## config.mk

```make
export PLATFORM = sky130hd
export DESIGN_NAME = pc060ha_master_seq
export DESIGN_NICKNAME = d
export VERILOG_FILES = /design/src/rtl/pc060ha_pkg.sv /design/src/rtl/pc060ha_phase_timer.sv /design/src/rtl/pc060ha_master_seq.sv
export SDC_FILE = /design/constraint.sdc
export NUM_CORES = 1
export LEC_CHECK = 0
export BUFFER_PORTS_ARGS = -buffer_cell sky130_fd_sc_hd__buf_2
export CAP_MARGIN = 25
export CORE_UTILIZATION = 53
export CTS_CLUSTER_DIAMETER = 30
export DETAILED_ROUTE_END_ITERATION = 10
export GPL_ROUTABILITY_DRIVEN = 0
export HOLD_SLACK_MARGIN = 0.12
export PLACE_DENSITY = 0.77
export SLEW_MARGIN = 20
export SYNTH_ARGS = -nofsm -noshare
export SYNTH_HDL_FRONTEND = slang
export SYNTH_SLANG_ARGS = --single-unit
export TNS_END_PERCENT = 30
```

## constraint.sdc

```tcl
create_clock -name MCLK -period 2.4 [get_ports MCLK]
set_input_delay 0.48 -clock MCLK [delete_from_list [all_inputs] [get_ports MCLK]]
set_output_delay 0.48 -clock MCLK [all_outputs]
set_load 0.03 [all_outputs]
```

## src/rtl/pc060ha_pkg.sv

```systemverilog
// Shared types and defaults for the PC060HA bus sequencers.
package pc060ha_pkg;

    typedef enum logic [2:0] {
        StIdle,
        StPSu,
        StPStb,
        StPHld,
        StGap,
        StDSu,
        StDStb,
        StDHld
    } seqState;

    typedef logic [3:0] nibble;
    typedef logic [3:0] pageNum;

    localparam int unsigned DefTSu  = 1;
    localparam int unsigned DefTStb = 2;
    localparam int unsigned DefTHld = 1;

    // A phase of t cycles loads t-1 so that it ends on the zero count.
    function automatic logic [2:0] phaseLoad(input int unsigned t);
        return 3'(t - 1);
    endfunction

endpackage

```

## src/rtl/pc060ha_phase_timer.sv

```systemverilog
// Loadable 3-bit down-counter with a zero flag; holds at zero.
module pc060ha_phase_timer (
    input  logic       clk,
    input  logic       rstN,
    input  logic       load,
    input  logic [2:0] loadVal,
    output logic       zero
);

    logic [2:0] cntQ;

    always_ff @(posedge clk or negedge rstN) begin
        if (!rstN) begin
            cntQ <= '0;
        end else if (load) begin
            cntQ <= loadVal;
        end else if (cntQ != '0) begin
            cntQ <= cntQ - 3'd1;
        end
    end

    assign zero = (cntQ == '0);

endmodule

```

## src/rtl/pc060ha_master_seq.sv

```systemverilog
// PC060HA master-port sequencer: page write then data write/read, with a one-entry page cache.
module pc060ha_master_seq
    import pc060ha_pkg::*;
#(
    parameter int unsigned T_SU       = DefTSu,
    parameter int unsigned T_STB      = DefTStb,
    parameter int unsigned T_HLD      = DefTHld,
    parameter int unsigned PAGE_CACHE = 1
) (
    input  logic       MCLK,
    input  logic       nIC,
    input  logic       REQ,
    input  logic       WR,
    input  logic [3:0] PAGE,
    input  logic [3:0] WDATA,
    input  logic       INVAL,
    output logic       READY,
    output logic       DONE,
    output logic [3:0] RDATA,
    output logic       nMCS,
    output logic       nMWR,
    output logic       nMRD,
    output logic       MA0,
    output logic [3:0] MD_O,
    output logic       MD_OE,
    input  logic [3:0] MD_I
);

    localparam logic [2:0] SuLoad  = phaseLoad(T_SU);
    localparam logic [2:0] StbLoad = phaseLoad(T_STB);
    localparam logic [2:0] HldLoad = phaseLoad(T_HLD);

    seqState stateQ, stateD;
    logic    wrQ, wrD;
    pageNum  pageQ, pageD, cachePageQ;
    nibble   dataQ, dataD, mdOD;
    logic    cacheValidQ;
    logic    accept, hit, tmrLoad, tmrZero, setValid, capture, doneD;
    logic    nMcsD, nMwrD, nMrdD, ma0D, mdOeD;
    logic [2:0] tmrLoadVal;

    assign accept = REQ && (stateQ == StIdle);
    // INVAL on the accept edge must force the page cycle.
    assign hit = (PAGE_CACHE != 0) && cacheValidQ && !INVAL && (PAGE == cachePageQ);

    pc060ha_phase_timer uTimer (
        .clk     (MCLK),
        .rstN    (nIC),
        .load    (tmrLoad),
        .loadVal (tmrLoadVal),
        .zero    (tmrZero)
    );

    always_comb begin
        stateD     = stateQ;
        tmrLoad    = 1'b0;
        tmrLoadVal = '0;
        setValid   = 1'b0;
        capture    = 1'b0;
        doneD      = 1'b0;
        wrD        = accept ? WR : wrQ;
        pageD      = accept ? PAGE : pageQ;
        dataD      = accept ? WDATA : dataQ;
        unique case (stateQ)
            StIdle: if (accept) begin
                stateD = hit ? StDSu : StPSu;
                tmrLoad = 1'b1; tmrLoadVal = SuLoad;
            end
            StPSu:  if (tmrZero) begin stateD = StPStb; tmrLoad = 1'b1; tmrLoadVal = StbLoad; end
            StPStb: if (tmrZero) begin stateD = StPHld; tmrLoad = 1'b1; tmrLoadVal = HldLoad; end
            StPHld: if (tmrZero) begin stateD = StGap; tmrLoad = 1'b1; setValid = 1'b1; end
            StGap:  if (tmrZero) begin stateD = StDSu; tmrLoad = 1'b1; tmrLoadVal = SuLoad; end
            StDSu:  if (tmrZero) begin stateD = StDStb; tmrLoad = 1'b1; tmrLoadVal = StbLoad; end
            StDStb: if (tmrZero) begin
                stateD = StDHld;
                tmrLoad = 1'b1; tmrLoadVal = HldLoad;
                capture = !wrQ;
            end
            StDHld: if (tmrZero) begin stateD = StIdle; doneD = 1'b1; end
            default: stateD = StIdle;
        endcase
    end

    // Bus outputs are decoded from the next state so they can be registered.
    always_comb begin
        nMcsD = 1'b1;
        nMwrD = 1'b1;
        nMrdD = 1'b1;
        ma0D  = 1'b1;
        mdOeD = 1'b0;
        mdOD  = '0;
        case (stateD)
            StPSu, StPStb, StPHld: begin
                nMcsD = 1'b0;
                ma0D  = 1'b0;
                mdOeD = 1'b1;
                mdOD  = pageD;
                nMwrD = (stateD != StPStb);
            end
            StDSu, StDStb, StDHld: begin
                nMcsD = 1'b0;
                mdOeD = wrD;
                mdOD  = wrD ? dataD : '0;
                nMwrD = !((stateD == StDStb) && wrD);
                nMrdD = !((stateD == StDStb) && !wrD);
            end
            default: ;
        endcase
    end

    always_ff @(posedge MCLK or negedge nIC) begin
        if (!nIC) begin
            stateQ      <= StIdle;
            wrQ         <= 1'b0;
            pageQ       <= '0;
            dataQ       <= '0;
            cacheValidQ <= 1'b0;
            cachePageQ  <= '0;
            READY       <= 1'b1;
            DONE        <= 1'b0;
            RDATA       <= '0;
            nMCS        <= 1'b1;
            nMWR        <= 1'b1;
            nMRD        <= 1'b1;
            MA0         <= 1'b1;
            MD_O        <= '0;
            MD_OE       <= 1'b0;
        end else begin
            stateQ <= stateD;
            wrQ    <= wrD;
            pageQ  <= pageD;
            dataQ  <= dataD;
            if (INVAL) begin
                cacheValidQ <= 1'b0;
            end else if (setValid) begin
                cacheValidQ <= 1'b1;
                cachePageQ  <= pageQ;
            end
            if (capture) begin
                RDATA <= MD_I;
            end
            READY <= (stateD == StIdle);
            DONE  <= doneD;
            nMCS  <= nMcsD;
            nMWR  <= nMwrD;
            nMRD  <= nMrdD;
            MA0   <= ma0D;
            MD_O  <= mdOD;
            MD_OE <= mdOeD;
        end
    end

endmodule

```

== Yosys cells after proc, flatten, opt, wreduce, memory -nomap -nowiden ==
Cells that the tools add are included.
Widths: inputs -> output; s select.

* $add $sub $neg: 1
* Eq/ne operators: 15
* Muxes and demuxes: 33
* Bitwise gates (word level): 1
* Reduce and logical (&&, ||, !) cells: 22

{| class="wikitable"
|+ Operators by type and width
! kind !! number
|-
| $mux 3 || 11
|-
| $pmux 3 s8 || 1
|-
| $eq 3x3->1 const B || 7
|-
| $mux 1 || 14
|-
| $eq 3x2->1 const B || 4
|-
| $mux 4 || 3
|-
| $reduce_or 6->1 || 2
|-
| $logic_not 3->1 || 3
|-
| $pmux 4 s2 || 1
|-
| $eq 3x1->1 const B || 2
|-
| $pmux 1 s2 || 3
|-
| $reduce_or 3->1 || 2
|-
| $logic_and 1x1->1 || 5
|-
| $logic_not 1->1 || 5
|-
| $eq 4x4->1 || 1
|-
| $reduce_bool 2->1 || 2
|-
| $ne 3x2->1 const B || 1
|-
| $reduce_bool 3->1 || 1
|-
| $sub 3x1->3 const B || 1
|-
| $reduce_and 2->1 || 1
|-
| $reduce_or 2->1 || 1
|-
| $not 1->1 || 1
|}

* Bits in registers: 35
* Bits of input ports: 17
* Output and inout port bits: 15
* Logic and storage cells: 88

== Logic depth before layout (Yosys ltp) ==
* Depth after elaboration: 10
* Mapped depth: 8
* Gate-level depth less buffers: 7

== Cells and area by module ==
From an unflattened synthesis, not the netlist that was laid out.

* Cell total of the unflattened synthesis: 141
* Area, all modules: 1641.6 µm²

{| class="wikitable"
|+ Modules (own cells, without submodules)
! module !! times used !! cells an instance !! area an instance (µm²) !! seq. area each (µm²)
|-
| pc060ha_master_seq || 1 || 120 || 1441.4 || 807.0
|-
| pc060ha_phase_timer || 1 || 21 || 200.2 || 75.1
|}

== Worst setup path before layout ==
Ideal clock, no wire load.

* Path kind: register to register
* Start point: register stateQ[1]
* End point: register MD_OE
* Library setup time: 128 ps
* Data arrival time: 1828 ps
* Required time: 2272 ps
* Slack: 444 ps
* Cell stages (with the launch flop): 8
* Path buffers: 3
* Clock period less this slack: 1956 ps
* Path through: dfrtp_1 > buf_6 > or4b_4 > buf_6 > o41a_1 > buf_6 > inv_2 > a31oi_1

* Longest elaborated chain between the ends: 7
* Elaborated cells on any way between the ends: 28
* Those cells by class: eq/ne: 13; mux: 11; reduce/logical: 4

{| class="wikitable"
|+ Ends and longest elaborated chain
! what !! RTL line !! RTL
|-
| start: declaration || pc060ha_master_seq.sv:33 || <nowiki>seqState stateQ, stateD;</nowiki>
|-
| start signal: assignment || pc060ha_master_seq.sv:113 || <nowiki>stateQ <= StIdle;</nowiki>
|-
| start signal: assignment || pc060ha_master_seq.sv:129 || <nowiki>stateQ <= stateD;</nowiki>
|-
| $logic_not 3->1 || pc060ha_master_seq.sv:42, pc060ha_master_seq.sv:64 ||
|-
| $logic_and 1x1->1 || pc060ha_master_seq.sv:42 || <nowiki>assign accept = REQ && (stateQ == StIdle);</nowiki>
|-
| $mux 3 || pc060ha_master_seq.sv:65 || <nowiki>StIdle: if (accept) begin</nowiki>
|-
| $pmux 3 s8 * || pc060ha_master_seq.sv:64 || <nowiki>unique case (stateQ)</nowiki>
|-
| via stateD[2] || pc060ha_master_seq.sv:33 ||
|-
| $eq 3x3->1, or another cell as far along || pc060ha_master_seq.sv:92 || <nowiki>case (stateD)</nowiki>
|-
| $reduce_or 3->1 || pc060ha_master_seq.sv:92 ||
|-
| $pmux 1 s2 * || pc060ha_master_seq.sv:92 ||
|-
| via mdOeD || pc060ha_master_seq.sv:39 || <nowiki>logic nMcsD, nMwrD, nMrdD, ma0D, mdOeD;</nowiki>
|-
| end signal: assignment || pc060ha_master_seq.sv:149 || <nowiki>MD_OE <= mdOeD;</nowiki>
|-
| end: declaration || pc060ha_master_seq.sv:25 || <nowiki>output logic MD_OE,</nowiki>
|}

The timed path passes the listed nets; every way through them passes the cells marked *.
A chain may end at the register's enable or synchronous reset.

== Worst setup path in the final report ==
* Start point: register stateQ[1]
* End point: register nMRD

* Longest elaborated chain between the ends: 8
* Elaborated cells on any way between the ends: 27
* Those cells by class: eq/ne: 10; mux: 11; reduce/logical: 6

{| class="wikitable"
|+ Ends and longest elaborated chain
! what !! RTL line !! RTL
|-
| $logic_not 3->1 || pc060ha_master_seq.sv:42, pc060ha_master_seq.sv:64 ||
|-
| $logic_and 1x1->1 || pc060ha_master_seq.sv:42 ||
|-
| $mux 3 || pc060ha_master_seq.sv:65 ||
|-
| $pmux 3 s8 * || pc060ha_master_seq.sv:64 ||
|-
| via stateD[2] || pc060ha_master_seq.sv:33 ||
|-
| $eq 3x3->1 || pc060ha_master_seq.sv:92, pc060ha_master_seq.sv:105 ||
|-
| $logic_and 1x1->1 || pc060ha_master_seq.sv:105 || <nowiki>nMrdD = !((stateD == StDStb) && !wrD);</nowiki>
|-
| $logic_not 1->1 || pc060ha_master_seq.sv:105 ||
|-
| $mux 1 * || pc060ha_master_seq.sv:92 ||
|-
| via nMrdD || pc060ha_master_seq.sv:39 ||
|-
| end signal: assignment || pc060ha_master_seq.sv:146 || <nowiki>nMRD <= nMrdD;</nowiki>
|-
| end: declaration || pc060ha_master_seq.sv:22 || <nowiki>output logic nMRD,</nowiki>
|}

Marked as above.

==> impl_metrics.yaml <==
outcome:
  status: "complete, but fails checks"
  violations: "design-rule violations"
floorplanning:
  die_x_microns: 56.9
  ioPinCount: 32
  core-area_sq_um: 2810
  start_util_pct: 57.0
  die_height_microns: 56.9
  dieArea_sq_um: 3240
  rows: 19
clocking:
  cts_resized: 0
  ctsHoldBuffers: 0
  cts_sinks: 35
  cts_buffers: 5
  clockBufferDepth: 2
  postCtsSetupBuffers: 0
  h-tree-depth: 2
  insertion_delay_ns: 0.35
  path_clk_slew_ns: 0.11
  clockRootBuffer: "clkbuf_4"
  cts_tree: "built"
place:
  placed_cells: 195
  place_ws_ns: 0.283
  dp_hpwl_mm: 2.23
  port-buffer-count: 31
  place_area_sq_um: 1740
global_routing:
  grt_usage_pct: 21.6
  grt_pass1_vias: 1104
  grt_pass1_wl_mm: 5.05
  antenna_found_initial: 0
  grt_max_degree: 36
  overflow: 0
synthesis:
  synth_top_cells_by_area: "dfrtp_1 (47%), dfstp_2 (8.2%), mux2_2 (7.7%)"
  syn_nets: 160
  ys_ff_latch: 35
  synth_top_area_cell: "dfrtp_1"
  ys_seq_area_share_pct: 55.2
  synth-edff-count: 0
  syn-cell-area_sq_um: 1600
  synthCells: 141
  synth_area_per_cell_sq_um: 11.3
  synth_cell_types: 34
  ys.flop_type: "dfrtp_1"
  synth_top_area_share_pct: 46.9
  ys.warnings.count: 0
  synthArstFlopShare_pct: 100
power_and_ir_drop:
  switching_power_mw: 1.08
  p_comb_share_pct: 44.9
  seq_power_share_pct: 41.8
  power_density_nw_per_um2: 1420
  p_int_mw: 1.47
  pwr-share-clk_pct: 13.3
  max-vdd-ir-drop_uv: 714
  leakage_nw: 0.912
  switching_share_pct: 42.4
critical_path:
  crit_required_ns: 2.66
  start_kind: "flop"
  worstPathArrival_ns: 2.40
  worstPathMaxFanout: 15
  criticalPathCategory: "reg -> reg"
  endpoint_kind: "flop"
sta:
  relSlewSlack_pct: 49.4
  final.setup.tns_ns: 0
  tightest_slew_ns: 0.759
  fmax_ghz: 0.466
  period_share_pct: 89.4
  maxSlewViolCount: 0
  hold_viol: 0
  finalSetupViolCount: 0
  holdWs_ns: 0.178
  timing.final.ws_setup_ns: 0.254
  skew_ns: 0.0153
  period_needed_ns: 2.15
  rsz0062_at_grt: "no"
route:
  m1WireLength_mm: 1.28
  wl_met2_mm: 1.58
  routed-via-count: 1150
  firstDrtPassIters: 7
  top_layer_used: "met4"
  drtIter0Drc: 40
  wl_per_cell_microns: 15.3
  drc_errors: 2
  routed_wl_mm: 3.11
  detail-route-antenna-nets: 0
  viasPerCell: 5.67
  routed-wl-met3_microns: 215
finish:
  fin_area_sq_um: 1800
  antenna_cells: 0
  fin_nets: 190
  fin_cells: 203
  drive_above_1_share_pct: 33.7
  area_growth_syn_to_layout_pct: 12.4
job:
  cap_viol_max_count: 0
hold_path:
  hold_class: "in -> async"
==> layout make-up <==
cell class | count | area (sq um)
Tap cell | 31 | 38.8
Fill cell | 257 | 1010
Clock buffer | 7 | 55.1
Inverter | 5 | 18.8
Sequential cell | 35 | 882
Multi-Input combinational cell | 92 | 634
Clock inverter | 1 | 5.00
Timing Repair Buffer | 32 | 163
==> per-layer routing <==
layer	global-route usage (%)	vias up
met5	0	-
met4	9.76	0
met3	7.60	4
met2	35.0	40
met1	26.0	568
li1	-	538
==> flip-flops by register name, indices dropped and copies added (netlist names) <==
name         count
uTimer.cntQ      3
pageQ            4
RDATA            4
nMWR             1
cacheValidQ      1
MD_O             4
wrQ              1
MA0              1
nMRD             1
stateQ           3
nMCS             1
cachePageQ       4
READY            1
MD_OE            1
dataQ            4
DONE             1
==> cells by family (layout without fill, tap and decap cells) <==
kind of cell             count (synthesis)  in the layout  synth area share (%)
AO/OA/AOI/OAI                           16             16                  6.42
buffers and inverters                   14             45                  5.16
XOR/XNOR                                 6              6                  3.29
flip-flops                              35             35                  55.2
multiplexers                            17             17                  11.6
adder cells (fa/ha/maj)                  2              2                  1.56
AND/OR/NAND/NOR                         51             51                  16.8
==> through the flow <==
stage                     total power [mW]  util [%]
after detailed placement              2.22      61.9
after CTS                             2.57      64.1
after global routing                  2.73      64.1
after global placement                2.15      61.9
final                                 2.56      64.1
after floorplan                       1.98         -
==> cell usage in the layout, fill, tap and decap left out, types with 2 or more instances in the layout <==
cell type / synthesis / final
mux2i_1: 5 / 5
ha_1: 2 / 2
o21ai_1: 2 / 2
o41a_1: 2 / 2
nand2_1: 24 / 24
o21ai_0: 7 / 7
xnor2_1: 5 / 5
nor2b_1: 2 / 2
buf_2: 0 / 31
inv_1: 4 / 4
dfrtp_1: 30 / 30
dfstp_2: 5 / 5
nor2_1: 5 / 5
and3_1: 8 / 8
nand2b_1: 3 / 3
clkbuf_4: 0 / 5
mux2_2: 11 / 11
==> power by group through the flow <==
| stage | sequential (mW) | clock, mW | combinational [mW] |
|---|---|---|---|
| after floorplan | 1.20 | 0 | 0.778 |
| after global placement | 1.05 | 0 | 1.10 |
| after detailed placement | 1.08 | 0 | 1.15 |
| after CTS | 1.06 | 0.347 | 1.15 |
| after global routing | 1.10 | 0.375 | 1.25 |
| final | 1.07 | 0.341 | 1.15 |
==> synth_stat cells, types with 2 or more instances <==
master / number
dfrtp_1: 30
nand2_1: 24
mux2_2: 11
and3_1: 8
o21ai_0: 7
clkbuf_1: 5
dfstp_2: 5
mux2i_1: 5
nor2_1: 5
xnor2_1: 5
buf_6: 4
inv_1: 4
nand2b_1: 3
ha_1: 2
nor2b_1: 2
o21ai_1: 2
o41a_1: 2
==> critical path, stage by stage, from the launching register on <==
cell and delay (ns):
dfrtp_1 0.51, or4b_4 0.70, o41a_1 0.60, inv_2 0.14
nand4_1 0.11
==> path summary, 6_finish.rpt <==
path | startpoint | end | slack, ns | cells past startpoint
max in group asynchronous | nIC | RDATA[2]$_DFFE_PN0P_ | 1.72 | 1
hold / removal | nIC | MD_O[3]$_DFF_PN0_ | 0.18 | 1
setup reg to reg | stateQ[1]$_DFF_PN0_ | nMRD$_DFF_PN1_ | 0.25 | 4
setup / recovery | stateQ[1]$_DFF_PN0_ | nMRD$_DFF_PN1_ | 0.25 | 4
hold reg to reg | dataQ[0]$_DFF_PN0_ | dataQ[0]$_DFF_PN0_ | 0.49 | 2
min in group MCLK | WDATA[0] | dataQ[0]$_DFF_PN0_ | 0.34 | 3
Note: power is estimated with default switching activity, not from simulation.
